$ cat src/rtl/dcm_pkg.sv
// rtl/dcm_pkg.sv - shared widths, FSM state type and selection step helper for dcm_ctrl
package dcm_pkg;

    localparam int PROG_W = 3;
    localparam logic [PROG_W-1:0] PROG_MAX = 3'd7;

    typedef enum logic [1:0] {
        ST_IDLE,
        ST_UPDATE,
        ST_WAIT,
        ST_ERROR
    } dcm_state_t;

    // Saturating step; simultaneous up and down cancel out.
    function automatic logic [PROG_W-1:0] sel_step(
        input logic [PROG_W-1:0] cur,
        input logic              up,
        input logic              down
    );
        if (up && !down && cur != PROG_MAX) return cur + PROG_W'(1);
        if (down && !up && cur != '0) return cur - PROG_W'(1);
        return cur;
    endfunction

endpackage

$ cat src/rtl/btn_debounce.sv
// rtl/btn_debounce.sv - 2-FF synchronizer, level debouncer and rising-edge pulse for one button
module btn_debounce #(
    parameter int DEBOUNCE_CYCLES = 1000000
) (
    input  logic clk,
    input  logic rst,
    input  logic btn,
    output logic pulse
);

    localparam int CW = $clog2(DEBOUNCE_CYCLES) + 1;
    localparam logic [CW-1:0] CNT_LAST = CW'(DEBOUNCE_CYCLES - 1);

    logic          sync1;
    logic          sync2;
    logic          level;
    logic [CW-1:0] cnt;

    // cnt counts consecutive samples that disagree with the accepted level.
    always_ff @(posedge clk or negedge rst) begin
        if (!rst) begin
            sync1 <= 1'b0;
            sync2 <= 1'b0;
            level <= 1'b0;
            cnt   <= '0;
            pulse <= 1'b0;
        end else begin
            sync1 <= btn;
            sync2 <= sync1;
            pulse <= 1'b0;
            if (sync2 == level) begin
                cnt <= '0;
            end else if (cnt == CNT_LAST) begin
                cnt   <= '0;
                level <= sync2;
                pulse <= sync2;
            end else begin
                cnt <= cnt + CW'(1);
            end
        end
    end

endmodule

$ cat src/rtl/dcm_ctrl.sv
// rtl/dcm_ctrl.sv - button-driven frequency selection and acknowledged update of a dcm
module dcm_ctrl
    import dcm_pkg::*;
#(
    parameter int DEBOUNCE_CYCLES = 1000000,
    parameter int ACK_TIMEOUT     = 1000
) (
    input  logic              clk,
    input  logic              rst,
    input  logic              btn_up,
    input  logic              btn_down,
    input  logic              btn_apply,
    input  logic [PROG_W-1:0] prog_out,
    output logic [PROG_W-1:0] prog_in,
    output logic              update,
    output logic [PROG_W-1:0] sel,
    output logic              busy,
    output logic              error
);

    localparam int TW = $clog2(ACK_TIMEOUT) + 1;
    localparam logic [TW-1:0] TO_LAST = TW'(ACK_TIMEOUT - 1);

    logic              up_p;
    logic              down_p;
    logic              apply_p;
    logic [PROG_W-1:0] sel_next;
    logic [TW-1:0]     wait_cnt;
    dcm_state_t        state;

    btn_debounce #(.DEBOUNCE_CYCLES(DEBOUNCE_CYCLES)) u_up (
        .clk(clk), .rst(rst), .btn(btn_up), .pulse(up_p)
    );
    btn_debounce #(.DEBOUNCE_CYCLES(DEBOUNCE_CYCLES)) u_down (
        .clk(clk), .rst(rst), .btn(btn_down), .pulse(down_p)
    );
    btn_debounce #(.DEBOUNCE_CYCLES(DEBOUNCE_CYCLES)) u_apply (
        .clk(clk), .rst(rst), .btn(btn_apply), .pulse(apply_p)
    );

    assign sel_next = sel_step(sel, up_p, down_p);

    always_ff @(posedge clk or negedge rst) begin
        if (!rst) begin
            state    <= ST_IDLE;
            sel      <= '0;
            prog_in  <= '0;
            update   <= 1'b0;
            busy     <= 1'b0;
            error    <= 1'b0;
            wait_cnt <= '0;
        end else begin
            update <= 1'b0;
            case (state)
                ST_IDLE, ST_ERROR: begin
                    // Apply commits the post-step selection; ERROR always retries.
                    sel <= sel_next;
                    if (apply_p && (state == ST_ERROR || sel_next != prog_out)) begin
                        state <= ST_UPDATE;
                        busy  <= 1'b1;
                    end
                end
                ST_UPDATE: begin
                    prog_in  <= sel;
                    update   <= 1'b1;
                    wait_cnt <= '0;
                    state    <= ST_WAIT;
                end
                ST_WAIT: begin
                    wait_cnt <= wait_cnt + TW'(1);
                    if (prog_out == prog_in) begin
                        state <= ST_IDLE;
                        error <= 1'b0;
                        busy  <= 1'b0;
                    end else if (wait_cnt == TO_LAST) begin
                        state <= ST_ERROR;
                        error <= 1'b1;
                        busy  <= 1'b0;
                    end
                end
                default: state <= ST_IDLE;
            endcase
        end
    end

endmodule

$ cat config.mk
export PLATFORM = sky130hd
export DESIGN_NAME = dcm_ctrl
export DESIGN_NICKNAME = d
export VERILOG_FILES = /design/src/rtl/dcm_pkg.sv /design/src/rtl/btn_debounce.sv /design/src/rtl/dcm_ctrl.sv
export SDC_FILE = /design/constraint.sdc
export NUM_CORES = 1
export LEC_CHECK = 0
export ABC_AREA = 1
export BUFFER_PORTS_ARGS = -buffer_cell sky130_fd_sc_hd__buf_2
export CORE_MARGIN = 10
export CORE_UTILIZATION = 51
export CTS_BUF_LIST = sky130_fd_sc_hd__clkbuf_4 sky130_fd_sc_hd__clkbuf_8 sky130_fd_sc_hd__clkbuf_16
export DETAILED_ROUTE_END_ITERATION = 8
export GPL_ROUTABILITY_DRIVEN = 0
export PLACE_DENSITY = 0.7
export SLEW_MARGIN = 20
export SYNTH_ARGS = -nofsm -noshare
export SYNTH_HDL_FRONTEND = slang
export SYNTH_SLANG_ARGS = --single-unit
export TNS_END_PERCENT = 1
$ cat constraint.sdc
create_clock -name clk -period 3.65 [get_ports clk]
set_clock_uncertainty 0.2 [all_clocks]
set_input_delay 0.5475 -clock clk [delete_from_list [all_inputs] [get_ports clk]]
set_output_delay 0.5475 -clock clk [all_outputs]
set_load 0.005 [all_outputs]
Word level (Yosys, flattened, before mapping). Index checks and enable logic that the tools add are counted.

Register bits: 97. Output and inout port bits: 9. Input port bits: 8. Logic and storage cells: 97.

Bitwise logic cells: 3. Equal/unequal tests: 15. Add/sub/neg operators: 6. Reductions and logical operators: 20. Mux-type cells: 31.

Operator list (number): $mux W21 (6); $add A21 B1 Y21 const B (3); $eq A21 B20 Y1 const B (3); $pmux W11 S2 (1); $mux W1 (15); $mux W3 (4); $add A11 B1 Y11 const B (1); $eq A11 B10 Y1 const B (1); $reduce_and A2 Y1 (5); $mux W2 (3); $ne A3 B3 Y1 const B (2); $pmux W2 S3 (1); $reduce_bool A2 Y1 (3); $logic_and A1 B1 Y1 (5); $eq A2 B2 Y1 const B (2); $add A3 B1 Y3 const B (1); $eq A1 B1 Y1 (3); $eq A3 B3 Y1 (1); $ne A3 B3 Y1 (1); $not A1 Y1 (3); $reduce_and A3 Y1 (1); $reduce_bool A3 Y1 (1); $sub A3 B1 Y3 const B (1); $eq A2 B1 Y1 const B (1); other kinds (6) (7).

Logic depth before layout (Yosys ltp). Gate-level depths: netlist of the first run.

Word-level depth: 12. Mapped depth: 16.

Hierarchy. A second synthesis of the first run with hierarchy kept.

Cells, all modules: 690. Area, all modules: 5472.7 um^2.

Modules (own cells, without submodules): btn_debounce (cells an instance 175, area an instance 1397.6 um^2, times used 3, seq. area each 625.6 um^2); dcm_ctrl (cells an instance 165, area an instance 1280.0 um^2, times used 1, seq. area each 550.5 um^2).

Worst setup path before layout of the first run. No wires, ideal clock.

Kind: flip-flop to flip-flop. From: reg sel[0]. To: reg state[0]. Stages on the path, launching flop included: 14. Data arrival time: 1.830 ns. Library setup time: 0.076 ns. Setup slack: 1.544 ns. Period minus slack after synthesis: 2.106 ns. Path buffers: 0. Data required time: 3.374 ns. Path through: dfrtp_1 > ha_1 > ha_1 > nand3b_1 > or2_2 > nand2_1 > nand2_1 > nand2_1 > nand2_1 > nand2_1 > nand2_1 > nand2_1 > nand2_1 > o21ai_1.

Longest elaborated chain between the ends: 11. Elaborated cells between the ends (all ways): 18.

RTL lines: start, declared (RTL line dcm_ctrl.sv:16) `output logic [PROG_W-1:0] sel,`; start signal, assigned (RTL line dcm_ctrl.sv:57) `sel <= sel_next;`; parallel branches: the longest is 5 deep, another holds $add A3 B1 Y3; $mux W3 (*) (RTL line dcm_pkg.sv:21) `if (down && !up && cur != '0) return cur - PROG_W'(1);`; $ne A3 B3 Y1 (*) (RTL line dcm_ctrl.sv:58) `if (apply_p && (state == ST_ERROR || sel_next != prog_out)) begin`; $logic_or A1 B1 Y1 (*) (RTL line dcm_ctrl.sv:58); $logic_and A1 B1 Y1 (*) (RTL line dcm_ctrl.sv:58); $ne A2 B2 Y1 (no source line) (*); $reduce_and A2 Y1 (no source line) (*); end signal, assigned (RTL line dcm_ctrl.sv:59) `state <= ST_UPDATE;`; end signal, assigned (RTL line dcm_ctrl.sv:67) `state <= ST_WAIT;`; end signal, assigned (RTL line dcm_ctrl.sv:72) `state <= ST_IDLE;`; end, declared (RTL line dcm_ctrl.sv:29) `dcm_state_t state;`.

Every way passes the cells marked *. The select of a mux whose other input is x is not followed. A chain may end at the register's enable or synchronous reset.

Worst setup path after layout of the first run.
From: reg u_up.cnt[0]. To: reg u_up.cnt[9].

Longest elaborated chain between the ends: 3. Elaborated cells between the ends (all ways): 4.

RTL lines: start, declared (RTL line btn_debounce.sv:17) `logic [CW-1:0] cnt;`; start signal, assigned (RTL line btn_debounce.sv:38) `cnt <= cnt + CW'(1);`; $add A21 B1 Y21 or $eq A21 B20 Y1 (tied branches) (RTL line btn_debounce.sv:38, btn_debounce.sv:33); $mux W21 (*) (RTL line btn_debounce.sv:33) `end else if (cnt == CNT_LAST) begin`; $mux W21 (*) (RTL line btn_debounce.sv:31) `if (sync2 == level) begin`.

Mark *: on every way between the ends. The rest lies on a longest branch, timed or not.

==> summary.txt, run 1 <==
Run status
  • Status: finished, violations left
  • Failing checks: negative hold slack

STA
  • Final Hold Viols: 12
  • Worst relative slew slack: 0.600
  • Max Clk Rate: 403 MHz
  • Period utilization: 0.680
  • Worst-Margin Slew: 600 ps
  • WHS: -8.55 ps
  • Count of final setup violators: 0
  • Final Max Slew Viols: 0
  • TNS Setup: 0 ps
  • Unrepaired setup endpoints after global routing: no
  • Final min period: 2480 ps

Clock network
  • Clock Sinks: 97
  • CTS buffer count: 9
  • Clock latency on the worst-skew pair: 350 ps
  • CTS tree: done
  • Clk slew on worst S/H paths: 100 ps
  • CTS max path bufs: 2
  • Post_cts resized: 0
  • H-tree levels: 3
  • Hold Buf Count CTS: 0
  • Post-CTS setup buffers: 0
  • Root Driver: clkbuf_8

Detailed routing
  • First-pass iteration count of the detailed router: 7
  • DRC viols: 0
  • Iter 0 DRT Violations: 283
  • Final ANT Viol Nets: 0
  • Post-DR wirelength/cell: 12.5 um
  • Vias: 4002
  • WL final: 9.51 mm
  • Vias/cell: 5.24

Synthesis
  • Post-synth top area cell: dfrtp_1
  • Largest cells by area after synthesis: dfrtp_1, nand2_1, nor2_1
  • Number of synthesis warnings: 0
  • Register area share after synthesis: 0.489
  • Post-Syn Nets: 625
  • Syn_area_per_cell: 8.18 sq um
  • Library cells used by synthesis: 36
  • Yosys reg bits: 97
  • Cells after Synth: 606
  • Synth top area share: 0.489
  • Cell area after synthesis: 4960 sq um

GRT
  • GRT Residual Overflow: 0
  • Vias in the first global route: 3912
  • Gr usage total: 0.139
  • Global-route wire length before repair: 17.1 mm
  • Initial antenna violation count: 0
  • Pin count of the biggest net entering global routing: 52

Setup path
  • Crit-path max FO: 11
  • Crit. End Element: flip-flop
  • CP arrival: 2520 ps
  • Worst setup path class: reg2reg
  • Crit start category: flip-flop
  • Worst Path Required: 3690 ps

Finish
  • Nets: 649
  • Ant diodes: 0
  • Layout area overhead: 8.63%
  • Share of cells above drive strength 1: 0.0976

Power and ir drop
  • Internal power: 1370 uW
  • Leak Pwr: 0.00238 uW
  • Switching part of the total power: 0.242
  • Switching Power: 437 uW
  • Clock share of power: 0.358
  • PD cells: 335 nW/um^2
  • Logic pwr share: 0.037
  • Part of the power in registers: 0.605
  • VDD IR max: 0.217 mV

Floorplan
  • Rows: 35
  • Chip Width: 119 um
  • Die Y: 119 um
  • Core area: 9370 sq um
  • Io pins: 17
  • Initial core utilization: 0.529
  • Die Footprint: 14100 sq um

Placed design
  • I/O Buffers: 16
  • DP Wirelength: 7.03 mm

Hold path
  • HP Class: in2async

Run
  • Max-cap violations: 0
==> layer usage <==
| layer | share of wire | GRT usage |
|---|---|---|
| met1 | 0.50 | 0.184 |
| met2 | 0.45 | 0.228 |
| met3 | 0.037 | 0.0224 |
| met4 | 0.011 | 0.0443 |
| met5 | 0 | 0 |
==> critical path, cell delays in order (launching register included) <==
cell	delay (ps)
dfrtp_1	380
ha_1	180
nand2_1	70
nor2_1	200
inv_1	90
nor3_1	300
nand3_1	170
nand2_1	340
inv_1	240
and3_1	220
==> worst paths after layout <==
check	startpoint	to	slack, ps	cells after the start
worst min register to register	u_apply.sync1	u_apply.sync2	150	0
min in group clk	btn_up	u_up.sync1	100	1
worst max register to register	u_up.cnt[0]	u_up.cnt[9]	1170	9
worst min-delay path	rst	u_up.cnt[12]	-9	1
max in group asynchronous	rst	u_apply.cnt[20]	2580	2
worst max-delay path	u_up.cnt[0]	u_up.cnt[9]	1170	9
==> cells by family (layout without fill, tap and decap cells) <==
logic type	Yosys count	in the layout	share of synthesized area
compound gates	79	79	0.0860
simple gates	307	307	0.291
xor+xnor	20	20	0.0353
fa+ha+maj	11	11	0.0277
buf+inv	92	121	0.0701
flops	97	97	0.489
==> final cells by class <==
| class | instances | area [sq um] |
|---|---|---|
| Tap cell | 129 | 161 |
| Inverter | 88 | 330 |
| Multi-Input combinational cell | 417 | 2180 |
| Clock buffer | 10 | 131 |
| Sequential cell | 97 | 2430 |
| Fill cell | 868 | 3980 |
| Clock inverter | 6 | 50.0 |
| Timing Repair Buffer | 17 | 103 |
==> power by group through the flow <==
| stage | clock network (uW) | registers, uW | logic [uW] |
|---|---|---|---|
| after floorplan | 0 | 1110 | 32.7 |
| after global placement | 0 | 1110 | 67.4 |
| after detailed placement | 0 | 1110 | 68.8 |
| after CTS | 670 | 1090 | 69.0 |
| after global routing | 719 | 1090 | 79.6 |
| final | 646 | 1090 | 66.3 |
==> synth_stat cells <==
| cell | n |
|---|---|
| nand2_1 | 103 |
| dfrtp_1 | 97 |
| nor2_1 | 81 |
| inv_1 | 76 |
| a21oi_1 | 36 |
| nor3_1 | 33 |
| nand3_1 | 30 |
| o21ai_0 | 26 |
| nand4_1 | 18 |
| xor2_1 | 14 |
| ha_1 | 11 |
| inv_2 | 11 |
| nor4_1 | 10 |
| nor3b_1 | 7 |
| xnor2_1 | 6 |
| o21a_1 | 5 |
| and3_1 | 4 |
| nor3_2 | 4 |
| or2_2 | 4 |
| a31oi_1 | 3 |
| o21ai_1 | 3 |
| o22ai_1 | 3 |
| a221oi_1 | 2 |
| buf_2 | 2 |
| clkbuf_1 | 2 |
| nand2_2 | 2 |
| nor2_2 | 2 |
| nor2_4 | 2 |
| nor3b_2 | 2 |
| a311oi_1 | 1 |
| and2_1 | 1 |
| clkinv_1 | 1 |
| nand3b_1 | 1 |
| nor3_4 | 1 |
| nor4_2 | 1 |
| or2_1 | 1 |
==> stage by stage <==
step	cell area (sq um)	setup slack [ps]	cells	util	total power [uW]
floorplan	4960	1540	606	-	1150
global placement	5210	1370	748	0.556	1180
detailed placement	5210	1190	748	0.556	1180
CTS	5390	1180	764	0.575	1830
global route	5390	863	764	0.575	1890
finish	5390	1170	764	0.575	1810
==> flip-flops by register name (all words and copies together) (netlist names), 2 cells and up <==
register	cells
prog_in	3
u_down.cnt	21
u_up.cnt	21
sel	3
state	2
wait_cnt	11
u_apply.cnt	21
==> cell usage in the layout, fill, tap and decap left out, types with 2 or more instances in the layout <==
cell	n
a21oi_1	36
a221oi_1	2
a31oi_1	3
and3_1	4
buf_2	15
clkbuf_8	9
clkinvlp_4	2
dfrtp_1	97
ha_1	11
inv_1	76
inv_2	11
inv_6	3
nand2_1	103
nand2_2	2
nand3_1	30
nand4_1	18
nor2_1	81
nor2_2	2
nor2_4	2
nor3_1	33
nor3_2	4
nor3b_1	7
nor3b_2	2
nor4_1	10
o21a_1	5
o21ai_0	26
o21ai_1	3
o22ai_1	3
or2_2	4
xnor2_1	6
xor2_1	14
(Power assumes the default switching activity.)
==> run 2, diff against run 1 <==
==> constraint.sdc (replaced) <==
create_clock -name clk -period 2.4 [get_ports clk]
set_clock_uncertainty 0.2 [all_clocks]
set_input_delay 0.36 -clock clk [delete_from_list [all_inputs] [get_ports clk]]
set_output_delay 0.36 -clock clk [all_outputs]
set_load 0.005 [all_outputs]
==> summary.txt, run 2 (synthesized netlist as in run 1, its figures left out) <==
Floorplan
  • Die Footprint: 14100 sq um
  • Die Y: 119 um
  • Rows: 35
  • Io pins: 17
  • Initial core utilization: 0.529
  • Core area: 9370 sq um
  • Chip Width: 119 um

Detailed routing
  • Post-DR wirelength/cell: 12.6 um
  • First-pass iteration count of the detailed router: 5
  • DRC viols: 0
  • Iter 0 DRT Violations: 308
  • Vias: 4040
  • WL final: 9.78 mm
  • Vias/cell: 5.19
  • Final ANT Viol Nets: 0

Setup path
  • Crit. End Element: flip-flop
  • Reg2Reg Depth: 14
  • Reg2reg start: sel[1]
  • Worst setup path class: reg2reg
  • Crit-path max FO: 6
  • Worst Path Required: 2450 ps
  • CP arrival: 2280 ps
  • Crit start category: flip-flop
  • Reg2reg setup slack: 170 ps
  • Worst Setup EP: state[0]
  • Critical Path Start: sel[1]
  • R2R Path End: state[0]

Finish
  • Finished layout cell area: 5510 sq um
  • Commonest non-fill, non-tap cell in the layout: nand2_1
  • Filler-free cell count of the finished design: 778
  • Biggest regs: u_apply.cnt x21, u_down.cnt x21, u_up.cnt x21
  • Final core occ: 0.588
  • Ant diodes: 0
  • Layout area overhead: 11.1%
  • Nets: 663
  • Share of cells above drive strength 1: 0.116
  • Number of fill cells: 893
  • Most frequent cells in the layout: nand2_1, dfrtp_1, nor2_1

GRT
  • Global-route wire length before repair: 17.3 mm
  • GRT Residual Overflow: 0
  • Vias in the first global route: 3974
  • Pin count of the biggest net entering global routing: 47
  • Gr usage total: 0.144
  • Initial antenna violation count: 0

Power and ir drop
  • Clock share of power: 0.356
  • Part of the power in registers: 0.602
  • VDD IR max: 0.355 mV
  • Leak Pwr: 0.00244 uW
  • Switching part of the total power: 0.232
  • Internal power: 2120 uW
  • Switching Power: 640 uW
  • Logic pwr share: 0.042
  • PD cells: 501 nW/um^2

Clock network
  • CTS max path bufs: 2
  • CTS buffer count: 9
  • Root Driver: clkbuf_8
  • Clk slew on worst S/H paths: 90 ps
  • CTS tree: done
  • Clock latency on the worst-skew pair: 360 ps
  • H-tree levels: 3
  • Clock Sinks: 97

STA
  • Worst-Margin Slew: 578 ps
  • Final min period: 2230 ps
  • Max Clk Rate: 449 MHz
  • Worst relative slew slack: 0.614
  • Final Max Slew Viols: 0
  • Period utilization: 0.927
  • Count of final setup violators: 0
  • Final Hold Viols: 0
  • WHS: 154 ps

Run
  • Max-cap violations: 0

Placed design
  • Placed cell count: 757
  • I/O Buffers: 16
  • Area of placed instances: 5270 sq um
  • DP Wirelength: 7.43 mm

Hold path
  • HP Class: reg2reg

Run status
  • Status: complete, no violations
## run 2: power groups by stage
stage               combinational (uW)  sequential, uW  clock, uW
floorplan                         49.7            1690          0
global placement                   112            1690          0
detailed placement                 115            1690          0
CTS                                120            1660       1030
global route                       135            1660       1110
finish                             116            1660        981
## run 2: metal layers
metal	track usage	wire [um]	vias to the layer above
li1	-	-	2071
met1	0.175	4720	1891
met2	0.238	4530	64
met3	0.0376	381	14
met4	0.0573	154	0
met5	0	0	-
## run 2: cell type report
type	instances	area, sq um	share of cell area
sequential	97	2430	0.441
multi-input combinational	417	2190	0.398
inverter	88	330	0.0599
timing repair buffer	31	218	0.0395
tap	129	161	0.0293
clock buffer	11	151	0.0275
clock inverter	5	30.0	0.00545
## run 2: critical path: stages (launching register included)
cell,delay [ps]
dfrtp_1,450
ha_2,200
ha_1,160
nand3b_1,230
or2_1,280
nand2_1,90
nand2_1,50
nand2_1,50
nor2_1,40
nand2_1,50
nand2_1,60
nand2_2,80
nand2_2,80
nand2_1,60
o21ai_1,60
## run 2: per-stage QoR
| stage | power [uW] | setup slack (ps) | TNS, ps |
|---|---|---|---|
| after global placement | 1800 | 238 | 0 |
| after detailed placement | 1810 | 133 | 0 |
| after CTS | 2810 | 120 | 0 |
| after floorplan | 1740 | 294 | 0 |
| after global routing | 2910 | -1.35 | -1.35 |
| final | 2760 | 175 | 0 |
## run 2: repair_timing
item / in CTS / in global routing
setup endpoints to repair: 0 / 3
hold endpoints to repair: 40 / 0
hold buffers: 4 / 0
gates resized for setup: 0 / 3
setup buffers: 0 / 1
## run 2: worst min path at each step
stage                       start       endpoint  slack (ps)  cells after the start
floorplan                     rst           busy        -140                      0
global placement    u_apply.sync1  u_apply.sync2         130                      0
detailed placement   u_down.sync1   u_down.sync2         130                      0
CTS                  u_down.sync1   u_down.sync2         160                      0
global route         u_down.sync1   u_down.sync2         160                      0
finish               u_down.sync1   u_down.sync2         150                      0
